File: src/rtl/sd_cmd_serializer.sv
// sd_cmd_serializer
//
// Builds a 48-bit SD command frame (start bit, transmission bit, command index,
// argument, CRC7, end bit) and shifts it MSB-first onto the CMD line. The CRC7
// (x^7 + x^3 + 1, seed 0) is accumulated bit by bit as frame bits 47..8 leave
// the block, then shifted out itself as bits 7..1. After the end bit the line is
// held idle for GAP_CYCLES cycles before a one-cycle done pulse.
//
// Parameters:
//   GAP_CYCLES     idle cycles after the end bit before done (1..64)
//
// Ports:
//   clk            system clock, rising edge
//   reset          synchronous active-high reset
//   start          one-cycle request; accepted only in idle
//   command_index  6-bit command index, captured on an accepted start
//   argument       32-bit argument, captured on an accepted start
//   cmd_out        serial CMD data, idles high
//   cmd_oe         CMD output enable, high only while frame bits are driven
//   busy           high whenever not idle
//   done           one-cycle pulse on return to idle after the gap
//
// All outputs are driven straight from flops.

module sd_cmd_serializer #(
    parameter int unsigned GAP_CYCLES = 8
) (
    input  logic        clk,
    input  logic        reset,
    input  logic        start,
    input  logic [5:0]  command_index,
    input  logic [31:0] argument,
    output logic        cmd_out,
    output logic        cmd_oe,
    output logic        busy,
    output logic        done
);

    typedef enum logic [1:0] {
        StIdle,
        StSend,
        StGap
    } state_e;

    localparam logic [5:0] BitCntStart = 6'd47;
    localparam logic [5:0] GapLoad     = 6'(GAP_CYCLES - 1);

    state_e      state_q;
    logic [5:0]  cnt_q;       // frame bit on the line in SEND, cycles left in GAP
    logic [39:0] shift_q;     // frame bits still to be sent, next one at [39]
    logic [6:0]  crc_q;
    logic        cmd_out_q;
    logic        cmd_oe_q;
    logic        busy_q;
    logic        done_q;

    // Head of the frame: bits 47..8 (start, transmission, index, argument).
    logic [39:0] frame_head;

    assign frame_head = {2'b01, command_index, argument};

    // One serial CRC7 step: shift left, fold the feedback into taps x^3 and x^0.
    function automatic logic [6:0] crc7_step(input logic [6:0] crc, input logic din);
        logic fb;
        fb = din ^ crc[6];
        return {crc[5:0], 1'b0} ^ {3'b000, fb, 2'b00, fb};
    endfunction

    always_ff @(posedge clk) begin
        if (reset) begin
            state_q   <= StIdle;
            cnt_q     <= '0;
            shift_q   <= '0;
            crc_q     <= '0;
            cmd_out_q <= 1'b1;
            cmd_oe_q  <= 1'b0;
            busy_q    <= 1'b0;
            done_q    <= 1'b0;
        end else begin
            done_q <= 1'b0;

            unique case (state_q)
                StIdle: begin
                    if (start) begin
                        // Bit 47 goes on the line right away; the rest waits in
                        // the shift register so later input changes are harmless.
                        state_q   <= StSend;
                        cnt_q     <= BitCntStart;
                        cmd_out_q <= frame_head[39];
                        shift_q   <= {frame_head[38:0], 1'b0};
                        crc_q     <= crc7_step(7'd0, frame_head[39]);
                        cmd_oe_q  <= 1'b1;
                        busy_q    <= 1'b1;
                    end
                end

                StSend: begin
                    if (cnt_q == 6'd0) begin
                        // End bit has been on the line for its cycle.
                        state_q   <= StGap;
                        cnt_q     <= GapLoad;
                        cmd_out_q <= 1'b1;
                        cmd_oe_q  <= 1'b0;
                    end else begin
                        cnt_q <= cnt_q - 6'd1;
                        // Next bit index is cnt_q - 1.
                        if (cnt_q > 6'd8) begin
                            cmd_out_q <= shift_q[39];
                            shift_q   <= {shift_q[38:0], 1'b0};
                            crc_q     <= crc7_step(crc_q, shift_q[39]);
                        end else if (cnt_q > 6'd1) begin
                            cmd_out_q <= crc_q[6];
                            crc_q     <= {crc_q[5:0], 1'b0};
                        end else begin
                            cmd_out_q <= 1'b1;
                        end
                    end
                end

                StGap: begin
                    if (cnt_q == 6'd0) begin
                        state_q <= StIdle;
                        busy_q  <= 1'b0;
                        done_q  <= 1'b1;
                        crc_q   <= '0;
                    end else begin
                        cnt_q <= cnt_q - 6'd1;
                    end
                end

                default: begin
                    state_q   <= StIdle;
                    cnt_q     <= '0;
                    crc_q     <= '0;
                    cmd_out_q <= 1'b1;
                    cmd_oe_q  <= 1'b0;
                    busy_q    <= 1'b0;
                end
            endcase
        end
    end

    assign cmd_out = cmd_out_q;
    assign cmd_oe  = cmd_oe_q;
    assign busy    = busy_q;
    assign done    = done_q;

endmodule

File: config.mk
export PLATFORM = sky130hd
export DESIGN_NAME = sd_cmd_serializer
export DESIGN_NICKNAME = d
export VERILOG_FILES = /design/src/rtl/sd_cmd_serializer.sv
export SDC_FILE = /design/constraint.sdc
export NUM_CORES = 1
export LEC_CHECK = 0
export ABC_AREA = 1
export ABC_CLOCK_PERIOD_IN_PS = 1600
export CAP_MARGIN = 20
export CORE_UTILIZATION = 45
export CTS_BUF_LIST = sky130_fd_sc_hd__clkbuf_8 sky130_fd_sc_hd__clkbuf_16
export DETAILED_ROUTE_END_ITERATION = 16
export PLACE_DENSITY = 0.71
export RECOVER_POWER = 50
export SYNTH_ARGS = -nofsm -noshare
export SYNTH_HDL_FRONTEND = slang
export SYNTH_SLANG_ARGS = --single-unit
File: constraint.sdc
create_clock -name clk -period 1.6 [get_ports clk]
set_input_delay 0.32 -clock clk [delete_from_list [all_inputs] [get_ports clk]]
set_output_delay 0.32 -clock clk [all_outputs]
set_load 0.01 [all_outputs]
### Word level (Yosys, flattened, before mapping)

Index checks and enable logic that the tools add are counted.

* $add $sub $neg: 1
* order comparisons: 2
* eq/ne operators: 9
* mux-type cells: 28
* bitwise gates (word level): 4
* reduce and logical (&&, ||, !) cells: 11

Operator list (number)
* 40-bit 2-to-1 mux: 3
* 40-bit case mux with 2 select lines: 1
* 7-bit 2-to-1 mux: 5
* 7-bit case mux with 3 select lines: 1
* 6-bit 2-to-1 mux: 3
* 6-bit case mux with 3 select lines: 1
* 2-bit != test, second input constant: 6
* 1-bit case mux with 3 select lines: 3
* 3-bit AND reduction: 3
* 4-bit AND reduction: 2
* 1-bit 2-to-1 mux: 7
* 7-bit by 4-bit bitwise XOR with 7-bit output: 1
* 6-bit by 1-bit > comparator with 1-bit output, second input constant: 1
* 6-bit by 4-bit > comparator with 1-bit output, second input constant: 1
* 6-bit logical NOT: 1
* 2-bit 2-to-1 mux: 3
* 2-bit case mux with 3 select lines: 1
* 6-bit by 1-bit subtractor with 6-bit output, second input constant: 1
* 2-bit AND reduction: 2
* 3-bit != test, second input constant: 1
* 2-bit by 1-bit == test with 1-bit output, second input constant: 1
* 2-bit == test, second input constant: 1
* 2-bit logical NOT: 1
* 1-bit inverter: 2
* 3 further kinds: 3

* bits in registers: 59
* bits of input ports: 41
* output and inout port bits: 4
* logic and storage cells: 63

### Logic depth before layout (Yosys ltp)

* depth in word-level cells: 5
* depth in mapped cells: 13
* depth with buffers taken out: 12

### Worst setup path before layout

Ideal clock, no wire load.

* path type: reg2reg
* start: register cnt_q[0]
* end: register shift_q[28]
* library setup time: 116 ps
* arrival time: 1498 ps
* data required time: 1484 ps
* slack: -14 ps
* cell stages (with the launch flop): 13
* buffers on the path: 2
* clock period less this slack: 1614 ps
* cell sequence: dfxtp_1 inv_1 ha_1 nand2_1 nand2_1 nand2_2 inv_2 nand2_1 nand2_2 buf_6 buf_6 o21ai_0 nor2_1

* word-level cells in the longest chain between the ends: 3
* elaborated cells between the ends (all ways): 5
* classes of those cells: order compare (1); eq/ne (2); reduce/logical (2)

RTL lines
* start: declaration: line 49 `logic [5:0] cnt_q;`
* start signal: assignment: line 88 `cnt_q <= BitCntStart;`
* start signal: assignment: line 101 `cnt_q <= GapLoad;`
* start signal: assignment: line 105 `cnt_q <= cnt_q - 6'd1;`
* 6-bit by 4-bit > comparator with 1-bit output / 6-bit logical NOT (equally long branches): line 107, 98
* 2-bit != test (no line)
* 4-bit AND reduction (no line) *
* end signal: assignment: line 90 `shift_q <= {frame_head[38:0], 1'b0};`
* end signal: assignment: line 109 `shift_q <= {shift_q[38:0], 1'b0};`
* end: declaration: line 50 `logic [39:0] shift_q;`

Mark *: on every way between the ends. The rest lies on a longest branch, timed or not.
A chain may end at the register's enable or synchronous reset.

### Worst setup path after layout

* start: register cmd_oe_q, in the netlist cmd_oe
* end: output port cmd_oe

RTL lines
* start: declaration: line 53 `logic cmd_oe_q;`
* start signal: assignment: line 76 `cmd_oe_q <= 1'b0;`
* start signal: assignment: line 92 `cmd_oe_q <= 1'b1;`
* start signal: assignment: line 103 `cmd_oe_q <= 1'b0;`
* end: declaration: line 34 `output logic cmd_oe,`

No word-level cell between the ends.

==> flow_metrics.env <==
export IMPL_clock_sinks=58
export IMPL_port_buffers=44
export IMPL_hpwl_mm=4.33
export IMPL_ant_nets=0
export IMPL_p_leak_nw=1.76
export IMPL_clkPwrFrac_pct=26.9
export IMPL_status="finished clean"
export IMPL_worstPathArrival_ps=1230
export IMPL_finalHoldViolCount=0
export IMPL_grt_use_total_pct=20.8
export IMPL_p_sw_mw=1.44
export IMPL_drv_slew=0
export IMPL_cp_buffers_inverters=1
export IMPL_cts_buffers=9
export IMPL_core_area_sq_um=6030
export IMPL_post_route_min_period_ps=1550
export IMPL_cts_tree="yes"
export IMPL_die_width_microns=81.8
export IMPL_end_kind="primary output"
export IMPL_layout_cells_most_common_list="nand2_1, nor2_1, dfxtp_1"
export IMPL_synth_seq_cells=58
export IMPL_setup_viol=0
export IMPL_fillers=598
export IMPL_row_count=28
export IMPL_yosys_area_top_type="dfxtp_1"
export IMPL_met3_usage_pct=4.11
export IMPL_grt_pass1_vias=2522
export IMPL_irDropWorstVdd_v=0.000704
export IMPL_clk_latency_ps=330
export IMPL_wirelength_mm=6.45
export IMPL_wire_per_inst_microns=10.9
export IMPL_path_class="flip-flop to primary output"
export IMPL_crit_chain="clkdlybuf4s50_1"
export IMPL_stdcell_count=593
export IMPL_maxCapViolations=0
export IMPL_grt_max_degree=47
export IMPL_ctsLongestPathBuffers=2
export IMPL_routed_via_density=4.78
export IMPL_grt_first_pass_wirelength_mm=10.8
export IMPL_relSlewSlack_pct=79.1
export IMPL_rsz0062_at_grt="yes"
export IMPL_root_buffer="clkbuf_8"
export IMPL_hold_path_class="flip-flop to flip-flop"
export IMPL_fin_util_pct=61.7
export IMPL_htreeDepth=3
export IMPL_drive_gt1_share_pct=11.6
export IMPL_ys_warn_count=0
export IMPL_fin_area_sq_um=3720
export IMPL_layout_commonest_cell="nand2_1"
export IMPL_dp_cells=577
export IMPL_start_util_pct=47.5
export IMPL_slowest_delay_ps=540
export IMPL_ys_seq_area_share_pct=40.5
export IMPL_die_h_microns=81.8
export IMPL_cp_slowest_cell="clkdlybuf4s50_1"
export IMPL_syn_avg_cell_area_sq_um=6.29
export IMPL_p_comb_share_pct=30.6
export IMPL_die_area_sq_um=6690
export IMPL_syn_nets=499
export IMPL_internal_power_mw=2.85
export IMPL_power_density_nw_per_um2=1150
export IMPL_overflow=0
export IMPL_swShare_pct=33.5
export IMPL_period_share_pct=96.6
export IMPL_top_usage_layer="met2"
export IMPL_drtIter0Drc=151
export IMPL_ys_types=22
export IMPL_max_freq_mhz=647
export IMPL_syn_cell_area_sq_um=2860
export IMPL_use_met1_pct=26.4
export IMPL_fin_tns_setup_ps=0
export IMPL_netlist_instances=455
export IMPL_timing_final_ws_setup_ps=53.6
export IMPL_first_pass_iters=4
export IMPL_synth_top_cell_area_share_pct=40.5
export IMPL_drc=0
export IMPL_clk_pin_slew_ps=70
export IMPL_seqPwrFrac_pct=42.5
export IMPL_ioPinCount=45
export IMPL_fin_nets=557
export IMPL_dr_total_vias=2837
export IMPL_diodes=0
export IMPL_crit_required_ps=1280
export IMPL_routabilityCongestion=0.876
export IMPL_grt_antenna_before_repair=0
export IMPL_ys_top_cells_by_area="dfxtp_1, nand2_1, nor2_1"
export IMPL_hold_ws_ps=453
export IMPL_start_kind="flip-flop"
export IMPL_syn_to_final_growth_pct=29.8
export IMPL_cp_top_family="buffers and inverters"
export IMPL_crit_path_max_fanout=2
export IMPL_worstMarginPinSlew_ps=314
export IMPL_pre_cts_slack_ps=-52.1
export IMPL_clock_skew_ps=6.63
export IMPL_total_power_mw=4.29
export IMPL_place_area_sq_um=3510
export IMPL_gr_usage_met2_pct=34.0
[path summary, 6_finish.rpt]
path	from	cells past startpoint	slack, ps	endpoint
min	shift_q[3]	2	450	shift_q[3]
max	cmd_oe	1	50	cmd_oe
max reg2reg	cnt_q[0]	11	100	shift_q[6]
min reg2reg	shift_q[3]	2	450	shift_q[3]
[timing repair]
action / in CTS / in global routing
setup endpoints to repair: 7 / 48
cloned: 0 / 0
pin swaps: 2 / 4
setup buffers: 0 / 0
hold buffers: 0 / 0
hold endpoints to repair: 0 / 0
resized for setup: 2 / 20
[final cells by class]
cell class | instances | area [sq um] | area share, %
Clock buffer | 10 | 138 | 3.70
Clock inverter | 6 | 33.8 | 0.909
Inverter | 23 | 91.3 | 2.46
Multi-Input combinational cell | 352 | 1520 | 40.9
Sequential cell | 58 | 1170 | 31.4
Tap cell | 75 | 93.8 | 2.52
Timing Repair Buffer | 69 | 674 | 18.1
[per-layer routing]
metal  vias up  wire (microns)
met1      1235            3220
met4         0             111
li1       1548               -
met2        45            2880
met5         -               0
met3         9             242
[sequential cells by signal, indices dropped and copies added, names as in the netlist]
| name | flops |
|---|---|
| state_q | 2 |
| shift_q | 39 |
| cnt_q | 6 |
| cmd_oe | 1 |
| busy | 1 |
| cmd_out | 1 |
| crc_q | 7 |
| done | 1 |
[synthesized netlist by cell type (all sizes together)]
cell type,number
nand2,170
nor2,94
dfxtp,58
o21ai,50
inv,23
a21oi,17
buf,12
clkbuf,10
nand3,10
ha,3
o211ai,3
nand4,2
nor3,2
or2,1
[cell families (layout without fill, tap and decap cells)]
group / Yosys count / in the layout / synth area share (%)
flip-flops: 58 / 58 / 40.5
AO/OA/AOI/OAI: 70 / 70 / 12.6
AND/OR/NAND/NOR: 279 / 279 / 37.9
adder cells (fa/ha/maj): 3 / 3 / 1.31
buffers and inverters: 45 / 108 / 7.65
[power by group through the flow]
stage          clock network, mW  logic, mW  registers [mW]
2_1_floorplan                  0      0.874            1.82
3_3_place_gp                   0       1.26            1.84
3_5_place_dp                   0       1.28            1.84
4_1_cts                     1.18       1.29            1.82
5_1_grt                     1.24       1.50            1.85
6_report                    1.15       1.31            1.82
(Power assumes the default switching activity.)
